**src/rtl/rf_wb_pkg.sv**
```systemverilog
// rf_wb_pkg: shared port encoding and constants for the register-file writeback arbiter
package rf_wb_pkg;
  typedef enum logic {RF_WB_PORT0, RF_WB_PORT1} rf_wb_port_t;
  localparam int RF_WB_ZERO_ADDR = 0;
endpackage

```
**src/rtl/rf_wb_rr_arb.sv**
```systemverilog
// rf_wb_rr_arb: two-input round-robin arbiter; pointer names the preferred stream on contention
module rf_wb_rr_arb
  import rf_wb_pkg::*;
(
  input  logic clk,
  input  logic reset,
  input  logic val0_i,
  input  logic val1_i,
  output logic grant0_o,
  output logic grant1_o
);
  rf_wb_port_t ptr_q, ptr_d;
  assign grant0_o = val0_i && (!val1_i || ptr_q == RF_WB_PORT0);
  assign grant1_o = val1_i && (!val0_i || ptr_q == RF_WB_PORT1);
  // every grant outside reset is a transfer, so the winner hands priority to the other stream
  always_comb begin
    ptr_d = grant0_o ? RF_WB_PORT1 : grant1_o ? RF_WB_PORT0 : ptr_q;
  end
  always_ff @(posedge clk) begin
    if (reset) ptr_q <= RF_WB_PORT0;
    else       ptr_q <= ptr_d;
  end
endmodule

```
**src/rtl/rf_writeback_arbiter.sv**
```systemverilog
// rf_writeback_arbiter: merges two writeback streams onto one registered regfile write port.
// Define RF_WB_BYPASS_EN to forward the staged write onto the read data outputs.
module rf_writeback_arbiter
  import rf_wb_pkg::*;
#(
  parameter  int p_data_nbits  = 32,
  parameter  int p_num_entries = 32,
  parameter  int p_zero_reg    = 1,
  localparam int c_addr_nbits  = $clog2(p_num_entries)
) (
  input  logic                    clk,
  input  logic                    reset,
  input  logic                    in0_val,
  output logic                    in0_rdy,
  input  logic [c_addr_nbits-1:0] in0_addr,
  input  logic [p_data_nbits-1:0] in0_data,
  input  logic                    in1_val,
  output logic                    in1_rdy,
  input  logic [c_addr_nbits-1:0] in1_addr,
  input  logic [p_data_nbits-1:0] in1_data,
  output logic                    write_en,
  output logic [c_addr_nbits-1:0] write_addr,
  output logic [p_data_nbits-1:0] write_data,
  input  logic [c_addr_nbits-1:0] read_addr0,
  input  logic [c_addr_nbits-1:0] read_addr1,
  input  logic [p_data_nbits-1:0] rf_read_data0,
  input  logic [p_data_nbits-1:0] rf_read_data1,
  output logic [p_data_nbits-1:0] read_data0,
  output logic [p_data_nbits-1:0] read_data1
);
  localparam logic [c_addr_nbits-1:0] c_zero = c_addr_nbits'(RF_WB_ZERO_ADDR);
  logic                    grant0, grant1, xfer;
  logic [c_addr_nbits-1:0] sel_addr;
  logic [p_data_nbits-1:0] sel_data;
  logic                    write_en_q, write_en_d;
  logic [c_addr_nbits-1:0] write_addr_q, write_addr_d;
  logic [p_data_nbits-1:0] write_data_q, write_data_d;
  rf_wb_rr_arb u_arb (
    .clk     (clk),
    .reset   (reset),
    .val0_i  (in0_val),
    .val1_i  (in1_val),
    .grant0_o(grant0),
    .grant1_o(grant1)
  );
  assign in0_rdy  = grant0 && !reset;
  assign in1_rdy  = grant1 && !reset;
  assign xfer     = in0_rdy || in1_rdy;
  assign sel_addr = grant1 ? in1_addr : in0_addr;
  assign sel_data = grant1 ? in1_data : in0_data;
  // a write to r0 is still accepted upstream, it just never reaches the regfile
  always_comb begin
    write_en_d   = xfer && !(p_zero_reg != 0 && sel_addr == c_zero);
    write_addr_d = xfer ? sel_addr : write_addr_q;
    write_data_d = xfer ? sel_data : write_data_q;
  end
  always_ff @(posedge clk) begin
    if (reset) begin
      write_en_q   <= 1'b0;
      write_addr_q <= '0;
      write_data_q <= '0;
    end else begin
      write_en_q   <= write_en_d;
      write_addr_q <= write_addr_d;
      write_data_q <= write_data_d;
    end
  end
  assign write_en   = write_en_q;
  assign write_addr = write_addr_q;
  assign write_data = write_data_q;
`ifdef RF_WB_BYPASS_EN
  assign read_data0 = (write_en_q && write_addr_q == read_addr0 && !(p_zero_reg != 0 && read_addr0 == c_zero))
                      ? write_data_q : rf_read_data0;
  assign read_data1 = (write_en_q && write_addr_q == read_addr1 && !(p_zero_reg != 0 && read_addr1 == c_zero))
                      ? write_data_q : rf_read_data1;
`else
  logic unused_read_addr;
  assign unused_read_addr = ^{read_addr0, read_addr1};
  assign read_data0 = rf_read_data0;
  assign read_data1 = rf_read_data1;
`endif
endmodule
```
**config.mk**
```make
export PLATFORM = sky130hd
export DESIGN_NAME = rf_writeback_arbiter
export DESIGN_NICKNAME = d
export VERILOG_FILES = /design/src/rtl/rf_wb_pkg.sv /design/src/rtl/rf_wb_rr_arb.sv /design/src/rtl/rf_writeback_arbiter.sv
export SDC_FILE = /design/constraint.sdc
export NUM_CORES = 1
export LEC_CHECK = 0
export ABC_CLOCK_PERIOD_IN_PS = 2100
export CAP_MARGIN = 0
export CORE_AREA = 2 2 99 101
export DETAILED_ROUTE_END_ITERATION = 12
export DIE_AREA = 0 0 101 103
export PLACE_DENSITY = 0.85
export SYNTH_ARGS = -nofsm -noshare
export SYNTH_HDL_FRONTEND = slang
export SYNTH_SLANG_ARGS = --single-unit
```
**constraint.sdc**
```tcl
create_clock -name clk -period 2.1 [get_ports clk]
set_clock_uncertainty 0.05 [all_clocks]
set_input_delay 0.63 -clock clk [delete_from_list [all_inputs] [get_ports clk]]
set_output_delay 0.63 -clock clk [all_outputs]
set_load 0.1 [all_outputs]
```
Word level (Yosys, flattened, before mapping)
Index checks and enable logic that the tools add are counted. W data, S select, Z words.

RAM bits: 0. Register bits after elaboration: 39. Output and inout bits: 104. Logic and storage cells: 23. ROM bits: 0. Bits in latches: 0. Memories: 0. Bits of input ports: 152.

Shift-type cells: 0. Equal/unequal tests: 0. Multiply operators: 0. $add $sub $neg: 0. Bitwise operators: 1. Mux-type cells: 4. Reductions and logical operators: 14. Div/mod/pow operators: 0. Magnitude comparators: 0.

Operators by type and width (count): $mux W32 (1); $logic_and A1 B1 Y1 (5); $logic_not A5 Y1 (1); $mux W5 (1); $logic_not A1 Y1 (4); $logic_or A1 B1 Y1 (3); $mux W1 (2); $reduce_bool A2 Y1 (1); $not A1 Y1 (1).

Depth between registers and ports, before layout
Gate-level depths: netlist of run 1.

Word-level depth: 7. Depth in mapped cells: 5. Gate-level depth less buffers: 3.

Hierarchy
A second synthesis of run 1 with hierarchy kept.

Cell total of the unflattened synthesis: 241. Area total of the unflattened synthesis: 2387.3 um2.

By module, submodules not included: rf_writeback_arbiter (sequential area each 760.7 um2, cells an instance 235, instances 1, area an instance 2328.5 um2); rf_wb_rr_arb (sequential area each 20.0 um2, cells an instance 6, instances 1, area an instance 58.8 um2).

Worst setup path after synthesis of run 1
Ideal clock, no wire load.

Kind: input port to output port. From: in reset. To: out in0_rdy. Buffers on the path: 2. Arrival: 3.445 ns. Cell stages on the path: 4. Required time: 1.420 ns. Setup slack: -2.025 ns. Cell sequence: o21ba_2 > buf_2 > buf_2 > a21boi_0.

Longest elaborated chain between the ends: 2.

RTL lines: from (decl) (line rf_writeback_arbiter.sv:12) `input logic reset,`; $logic_not A1 Y1 (line rf_writeback_arbiter.sv:46) `assign in0_rdy = grant0 && !reset;`; $logic_and A1 B1 Y1 (line rf_writeback_arbiter.sv:46); to (decl) (line rf_writeback_arbiter.sv:14) `output logic in0_rdy,`.

No other way between the ends.

Worst setup path after layout of run 1
From: in in1_addr[2]. To: reg write_en_q, in the netlist write_en.

Longest elaborated chain between the ends: 4.

RTL lines: from (decl) (line rf_writeback_arbiter.sv:19) `input logic [c_addr_nbits-1:0] in1_addr,`; $mux W5 (line rf_writeback_arbiter.sv:49) `assign sel_addr = grant1 ? in1_addr : in0_addr;`; $logic_not A5 Y1 (line rf_writeback_arbiter.sv:53) `write_en_d = xfer && !(p_zero_reg != 0 && sel_addr == c_zero);`; $logic_not A1 Y1 (line rf_writeback_arbiter.sv:53); $logic_and A1 B1 Y1 (line rf_writeback_arbiter.sv:53); to (signal assigned) (line rf_writeback_arbiter.sv:63) `write_en_q <= write_en_d;`; to (decl) (line rf_writeback_arbiter.sv:35) `logic write_en_q, write_en_d;`.

No other way between the ends. A chain may end at the register's enable or synchronous reset.

==> impl.org, run 1 <==
** Layout
- Area occupied by multi-input gates :: ~950 um^2
- For this run, the post-layout net count is about 490.
- For this run, the number of standard cells in the final layout without fillers is 454.
- Final-layout fill cell count :: about 910
- Compared with the post-synthesis result, the final layout area differs by 61.3%.
- Antenna Cells :: 0
- The sequential cells in the finished layout cover a total of 781 um^2.
- Cells with a size suffix above 1 make up roughly a fifth of the layout.

** CTS
- CTS sink cnt :: 39
- The H-tree was split into 2 levels.
- In this run the clock root is driven by a sky130_fd_sc_hd__clkbuf_8.
- Clock latency on the worst-skew pair, taken at its later pin, is 0.29 ns.
- Max Buffers Root-to-Sink :: 2
- TritonCTS clock tree :: built
- Clock input transition at the sequential cells of the worst setup and hold paths :: roughly 0.090 ns
- Inserted Clock Buffers :: 5
- Total setup buffers inserted after CTS :: 0

** Placed design
- Dpl ws :: -0.281 ns
- Routability Congestion :: approximately 0.73
- Number of port buffers :: roughly 120
- Counting tap cells, the placed design contains a total of 446 instances.
- Placed wire-length estimate :: ~5.7 mm

** Yosys
- Summing every instance area after synthesis gives roughly 2300 um^2.
- Summed over all instances, the cell type with the most area after synthesis is sky130_fd_sc_hd__dfxtp_1.
- Post-synth ARST share :: 0%
- Post-synthesis sequential area ratio :: between 30% and 40%
- After synthesis the netlist holds a flip-flop and latch count of 39.
- Averaged over all synthesized cells, the footprint is 7.85 um^2.
- For this run, the leading register cell type out of synthesis is sky130_fd_sc_hd__dfxtp_1.
- Synthesis produced a netlist with a net count of about 440.
- Yosys warns :: 0
- Netlist cell types :: 19
- Yosys instantiated no cell more often than sky130_fd_sc_hd__buf_4.
- Most common library cells after synthesis :: sky130_fd_sc_hd__buf_4 (64), sky130_fd_sc_hd__dfxtp_1 (39), sky130_fd_sc_hd__nor2_1 (38), sky130_fd_sc_hd__o21ai_0 (38)
- The synthesized design devotes to its leading area cell type 34.1% of total area.
- In this run, synthesis inferred 0 flip-flops with an integrated enable.
- Leading cell types by total area after synthesis :: sky130_fd_sc_hd__dfxtp_1 (34%), sky130_fd_sc_hd__buf_4 (21%), sky130_fd_sc_hd__a311oi_1 (14%)
- Synthesis produced ~300 cells.

** Worst setup path
- On the worst path, the slowest cell contributes a delay of approximately 0.54 ns.
- CP Max Fanout :: 2
- Required time of the critical path :: roughly 2.2 ns
- The worst register-to-register path has a setup slack of 0.51 ns.
- Worst setup path startpoint :: in1_addr[2]
- Worst path most repeated cell :: sky130_fd_sc_hd__or4_1
- STA classifies the critical path endpoint as a register.
- STA classifies the critical path startpoint as a primary input.
- The signal on the critical path passes through clkdlybuf4s50_1 -> or4_1 -> or4_1 -> o211a_1.
- The startpoint identified for the worst register-to-register timing path is u_arb.ptr_q$_SDFFE_PP0P_.
- Crit path arrival time :: roughly 2.2 ns
- Cell at the slowest stage of the critical path :: sky130_fd_sc_hd__or4_1
- The critical path is of the in2reg type.

** Floorplan
- Total core area :: around 9500 um^2
- Die Area :: ~10000 um^2
- Die Y :: slightly above 100 um
- The die is between 100 and 150 um wide.
- Count of boundary I/O pins :: approximately 260
- After floorplanning, the core was divided into 36 placement rows.
- For this configuration, the core starts out at a cell density of between 20% and 30%.

** Routing
- After detailed routing, the total wire length is roughly 7.6 mm.
- Once detail routing completed, the nets flagged for antenna violations numbered 0.
- Wire per inst :: ~17 um
- Total DRC errors in the routed layout :: 0
- Detailed Route Iter0 Violations :: 80
- Number of search-and-repair iterations in the first detailed-routing pass :: 6
- Detail-routed via count per cell :: between 5 and 6
- Detailed routing inserted a total of 2342 vias.

** Pwr
- For this design the ratio of total power to cell area is between 700 and 800 nW/um^2.
- Total power consumption of the routed design :: approximately 2700 uW
- Summed over all cells, the static leakage comes to approximately 0.0013 uW.
- IR analysis of the VDD net gives a maximum drop of roughly 0.33 mV.

** STA
- Max Transition Viols Final :: 0
- Across all setup checks in the final design, the least slack found is around 0.080 ns.
- At the pin with the least slew margin, the transition time is 0.415 ns.
- Across all hold checks on the routed design, the worst slack comes to slightly below 0.5 ns.
- In the finished design, the share of the clock period the worst path needs comes to a little over nine tenths.
- Setup total negative slack on the finished layout was measured at 0 ns.
- Max Clock Freq :: between 400 and 500 MHz
- Final Critical Period :: between 2 and 2.5 ns
- Setup violations remaining at the end of the flow were counted as 0.
- Setup repair after global routing missed its margin :: no
- Final-report hold violation count :: 0
- Worst slew margin relative to its limit :: between 70 and 80%

** GRT
- Vias in the first global route :: 2222
- For this run the aggregate overflow at the end of global routing stands at 0.
- The initial antenna violation count came to 0.
- Tot GR Track Use :: between 10% and 20%
- The first global-routing pass estimated between 10 and 15 mm of wire.
- Entering global routing, the biggest net connects 50 pins.

** Hold path
- Worst min-delay path class :: reg2reg
- Startpoint of the most critical hold path :: write_data[1]$_SDFFE_PP0P_

** Outcome
- The run finished with clean final reports.

** Job
- Count of maximum capacitance violations :: 0
==> area by class of cell <==
class,count,area share (%)
inverter,1,0.102
clock buffer,5,1.86
timing repair buffer,132,45.5
sequential,39,21.1
clock inverter,3,1.83
tap,114,3.86
multi-input combinational,160,25.8
==> worst paths after layout <==
path | endpoint | cells after the start
worst max-delay path | write_en$_SDFF_PP0_ | 4
worst min-delay path | write_data[1]$_SDFFE_PP0P_ | 2
worst max register to register | write_data[7]$_SDFFE_PP0P_ | 4
worst min register to register | write_data[1]$_SDFFE_PP0P_ | 2
==> metal layers <==
| metal | track usage (%) | routed length, um |
|---|---|---|
| met1 | 14.3 | 2780 |
| met2 | 23.9 | 3800 |
| met3 | 3.46 | 739 |
| met4 | 8.32 | 310 |
| met5 | 0 | 0 |
==> per-stage QoR <==
stage,area (um^2),util [%]
after global routing,3700,39.1
after floorplan,2350,-
after global placement,3570,37.8
after CTS,3700,39.2
after detailed placement,3570,37.8
final,3700,39.1
==> flip-flops by register name (all words and copies together), names as in the netlist <==
name	flops
write_data	32
write_addr	5
u_arb.ptr_q	1
write_en	1
==> logic make-up after synthesis <==
group | synth area share (%)
buf+inv | 26.1
flops | 34.1
compound gates | 23.9
simple gates | 16.0
==> what timing repair did <==
action | 4_1_cts | 5_1_grt
pin swaps | 1 | 1
endpoints found under the setup margin | 2 | 1
hold buffers | 0 | 0
resized for setup | 7 | 1
==> power by group <==
| group | switching [uW] | total (uW) | internal (uW) | leakage, uW |
|---|---|---|---|---|
| Combinational | 649 | 1090 | 439 | 0.000960 |
| Sequential | 62.4 | 862 | 800 | 0.000323 |
| Clock | 285 | 759 | 474 | 0.0000644 |
| Total | 996 | 2710 | 1710 | 0.00135 |
==> layout by cell type (no fill, tap or decap) <==
| master | instances |
|---|---|
| sky130_fd_sc_hd__o21ba_4 | 1 |
| sky130_fd_sc_hd__clkinvlp_4 | 1 |
| sky130_fd_sc_hd__nand2b_2 | 1 |
| sky130_fd_sc_hd__o21ai_0 | 38 |
| sky130_fd_sc_hd__nand3_1 | 37 |
| sky130_fd_sc_hd__clkdlybuf4s50_1 | 74 |
| sky130_fd_sc_hd__or4_1 | 2 |
| sky130_fd_sc_hd__buf_12 | 41 |
| sky130_fd_sc_hd__a311oi_1 | 37 |
| sky130_fd_sc_hd__clkbuf_8 | 5 |
| sky130_fd_sc_hd__buf_2 | 3 |
| sky130_fd_sc_hd__nor3_4 | 1 |
| sky130_fd_sc_hd__bufinv_16 | 2 |
| sky130_fd_sc_hd__nor4_1 | 1 |
| sky130_fd_sc_hd__a21boi_4 | 1 |
| sky130_fd_sc_hd__nor2b_4 | 1 |
| sky130_fd_sc_hd__inv_1 | 1 |
| sky130_fd_sc_hd__dfxtp_1 | 39 |
| sky130_fd_sc_hd__buf_4 | 14 |
| sky130_fd_sc_hd__a21oi_1 | 1 |
| sky130_fd_sc_hd__o211a_1 | 1 |
| sky130_fd_sc_hd__nor2_1 | 38 |
==> worst max-delay path, delay by kind of cell <==
family          cells  cell delay (ns)
simple gates        2             0.95
compound gates      1             0.14
buf+inv             1             0.43
(Power assumes the default switching activity.)
==> inputs of run 2 (changes only) <==
--- a/config.mk
+++ b/config.mk
@@ -11,6 +11,7 @@
 export DETAILED_ROUTE_END_ITERATION = 12
 export DIE_AREA = 0 0 101 103
 export PLACE_DENSITY = 0.85
+export REMOVE_ABC_BUFFERS = 1
 export SYNTH_ARGS = -nofsm -noshare
 export SYNTH_HDL_FRONTEND = slang
 export SYNTH_SLANG_ARGS = --single-unit
==> impl.org, run 2 (same netlist as run 1, synthesis figures left out) <==
** Pwr
- The internal cell power came to 1530 uW (-10%).
- The leakage power of the design was 0.00132 uW (-1.8%).
- The part of the power in registers was 34.1% (+2.3 points).
- The share of power burned in the clock network is 22.6% (-5.4 points).
- The combinational share of power came to 43.4% (+3.2 points).
- Worst ir drop on vdd :: 0.293 mV (-12%)
- Power density over the cells :: 698 nW/um^2 (-4.8%)
- Net load switching power :: 1000 uW (+0.80%)
- The switching portion of total power is 39.5% (+2.8 points).

** Floorplan
- Count of boundary I/O pins :: 256 (unchanged)
- Total core area :: 9460 um^2 (unchanged)
- The initial cell density of the core is 24.2% (unchanged).
- Cell Rows :: 36 (unchanged)
- Die Y :: 103 um (unchanged)
- The die footprint came to 10400 um^2 (unchanged).
- The die width is 101 um (unchanged).

** Placed design
- Dpl ws :: -0.866 ns (-0.585 ns)
- Placed Instance Area :: 3500 um^2 (-1.9%)
- Placed wire-length estimate :: 11.9 mm (+110%)
- The number of input and output port buffers inserted came to 117 (unchanged).
- Routability Congestion :: 0.889 (+22%)

** STA
- Worst-margin pin slew :: 0.728 ns (+0.313 ns)
- Fin crit share :: 99.0% (+2.8 points)
- Final Worst Setup Slack :: 0.0209 ns (-0.0590 ns)
- Endpoints failing setup :: 0 (unchanged)
- The highest attainable clock frequency is 481 MHz (-2.8%).
- Max Transition Viols Final :: 0 (unchanged)
- Final-report hold violation count :: 0 (unchanged)
- Worst slew margin relative to its limit :: 51.5% (-21 points)
- Final Critical Period :: 2.08 ns (+0.0590 ns)

** Worst setup path
- Crit path arrival time :: 1.40 ns (-0.76 ns)
- Type of the worst setup path :: in2out
- STA classifies the critical path endpoint as an output pin.
- Reg-to-reg critical path startpoint :: u_arb.ptr_q$_SDFFE_PP0P_
- Startpoint types :: primary input
- Worst Reg-to-Reg Cells :: 5 (+1)
- CP Max Fanout :: 3 (+1)
- The required time reported for the critical path endpoint is 1.42 ns (-0.82 ns).
- The setup slack of the most critical reg-to-reg path is 0.50 ns (about the same).
- Endpoint of the most critical register-to-register path :: write_data[21]$_SDFFE_PP0P_

** Hold path
- The worst hold path terminates at write_data[23]$_SDFFE_PP0P_.
- The instance count along the most critical hold path came to 2 (unchanged).
- Startpoint of the most critical hold path :: write_data[23]$_SDFFE_PP0P_
- Worst min-delay path class :: reg2reg

** CTS
- Inserted Clock Buffers :: 5 (unchanged)
- The number of sinks on the clock net is 39 (unchanged).
- TritonCTS clock tree :: built
- In this run the clock root is driven by a sky130_fd_sc_hd__clkbuf_8.
- The deepest level of the CTS H-tree came to 2 (unchanged).
- The number of buffers on the longest clock path is 2 (unchanged).
- Clock input transition at the sequential cells of the worst setup and hold paths :: 0.08 ns (about the same)
- Clock latency of the later-clocked register in the worst-skew pair :: 0.29 ns (about the same)
- Number of hold buffers added after CTS :: 0 (unchanged)

** Layout
- Most common library cell in the layout ignoring fill and taps :: sky130_fd_sc_hd__clkdlybuf4s50_1
- Commonest non-fill, non-tap cells in the layout :: sky130_fd_sc_hd__clkdlybuf4s50_1 (74), sky130_fd_sc_hd__buf_12 (40), sky130_fd_sc_hd__dfxtp_1 (39), sky130_fd_sc_hd__o21ai_0 (38), sky130_fd_sc_hd__nor2_1 (38)
- Compared with the post-synthesis result, the final layout area differs by 58.8%.
- Fraction of layout cells with a size suffix above 1 :: 20.4% (-0.53 points)
- The total non-filler cell area in the finished layout was 3640 um^2 (-1.6%).
- The total inserted antenna cells was 0 (unchanged).
- Number of flip-flops in the largest register :: 32 (unchanged)
- Final layout net count :: 490 (-0.20%)
- The count of fill cells added during filler insertion was 943 (+4.2%).

** Outcome
- Result of the run :: completed

** GRT
- The first-pass GRT wire length came to 19.3 mm (+77%).
- Pin count of the biggest net entering global routing :: 76 (+52%)
- Tot GR Track Use :: 27.3% (+14 points)
- GR Overflow Total :: 0 (unchanged)
- Initial antenna violation count :: 0 (unchanged)
- Vias in the first global route :: 2395 (+7.8%)

** Routing
- The first-pass iteration count of the detailed router is 4 (-2).
- The violation count after the first detailed-route iteration is 142 (+78%).
- The DRC violations left came to 0 (unchanged).
- The number of vias per cell came to 5.26 (+2.0%).
- Wire per inst :: 31.8 um (+89%)
- Antenna violation net count after detailed routing :: 0 (unchanged)
- Post-Route WL :: 14.4 mm (+89%)
- The overall via count from detail_route was 2384 (+1.8%).

** Job
- The number of max-cap violations came to 0 (unchanged).
[run 2: cell count changes in the layout (fill, tap and decap cells not counted), moves of 2 or more]
cell,change
sky130_fd_sc_hd__buf_2,-2
sky130_fd_sc_hd__buf_6,+2
sky130_fd_sc_hd__bufinv_16,-2
sky130_fd_sc_hd__clkbuf_8,+2
[run 2: routing by layer]
layer | part of all wire (%) | vias to the layer above | global-route usage [%]
li1 | - | 1076 | -
met1 | 26 | 1055 | 20.1
met2 | 44 | 236 | 43.1
met3 | 28 | 17 | 35.2
met4 | 2.3 | 0 | 7.07
met5 | 0 | - | 0
[run 2: cell type report]
class / instances / area (um^2) / area share [%]
tap: 114 / 143 / 3.92
inverter: 1 / 3.75 / 0.103
timing repair buffer: 131 / 1670 / 46.0
clock buffer: 8 / 100 / 2.75
multi-input combinational: 160 / 938 / 25.8
sequential: 39 / 781 / 21.5
[run 2: worst max-delay path by stage]
stage                       start      end  slack [ns]  cells past startpoint
after floorplan             reset  in0_rdy       -2.42                      2
after global placement      reset  in0_rdy       -0.85                      4
after detailed placement    reset  in0_rdy       -0.87                      4
after CTS                   reset  in0_rdy        0.01                      4
after global routing      in1_val  in1_rdy      -0.003                      6
final                     in1_val  in1_rdy        0.02                      6
[run 2: metrics by stage]
stage                     cells  power, uW  TNS [ns]  hold WS (ns)  util (%)
after floorplan             200       1430     -8.88         0.422         -
after CTS                   452       2570         0         0.487      38.4
after detailed placement    443       1970    -16.13         0.471      37.1
final                       453       2540         0         0.489      38.5
after global routing        453       2650  -0.00273         0.512      38.5
after global placement      443       1960    -14.84         0.455      37.1
[run 2: what timing repair did]
action,4_1_cts,5_1_grt
gates resized for setup,21,1
buffers inserted,1,1
setup endpoints to repair,39,1
pin swaps,0,1
[run 2: power by group through the flow]
stage	clock (uW)	combinational (uW)	sequential, uW
floorplan	0	170	1260
global placement	0	1080	878
detailed placement	0	1090	881
CTS	598	1100	865
global route	625	1150	872
finish	573	1100	865
[run 2: critical path, stage by stage]
cell	delay (ns)
sky130_fd_sc_hd__buf_4	0.12
sky130_fd_sc_hd__buf_6	0.12
sky130_fd_sc_hd__inv_2	0.04
sky130_fd_sc_hd__nor3_2	0.18
sky130_fd_sc_hd__buf_4	0.15
sky130_fd_sc_hd__buf_12	0.16
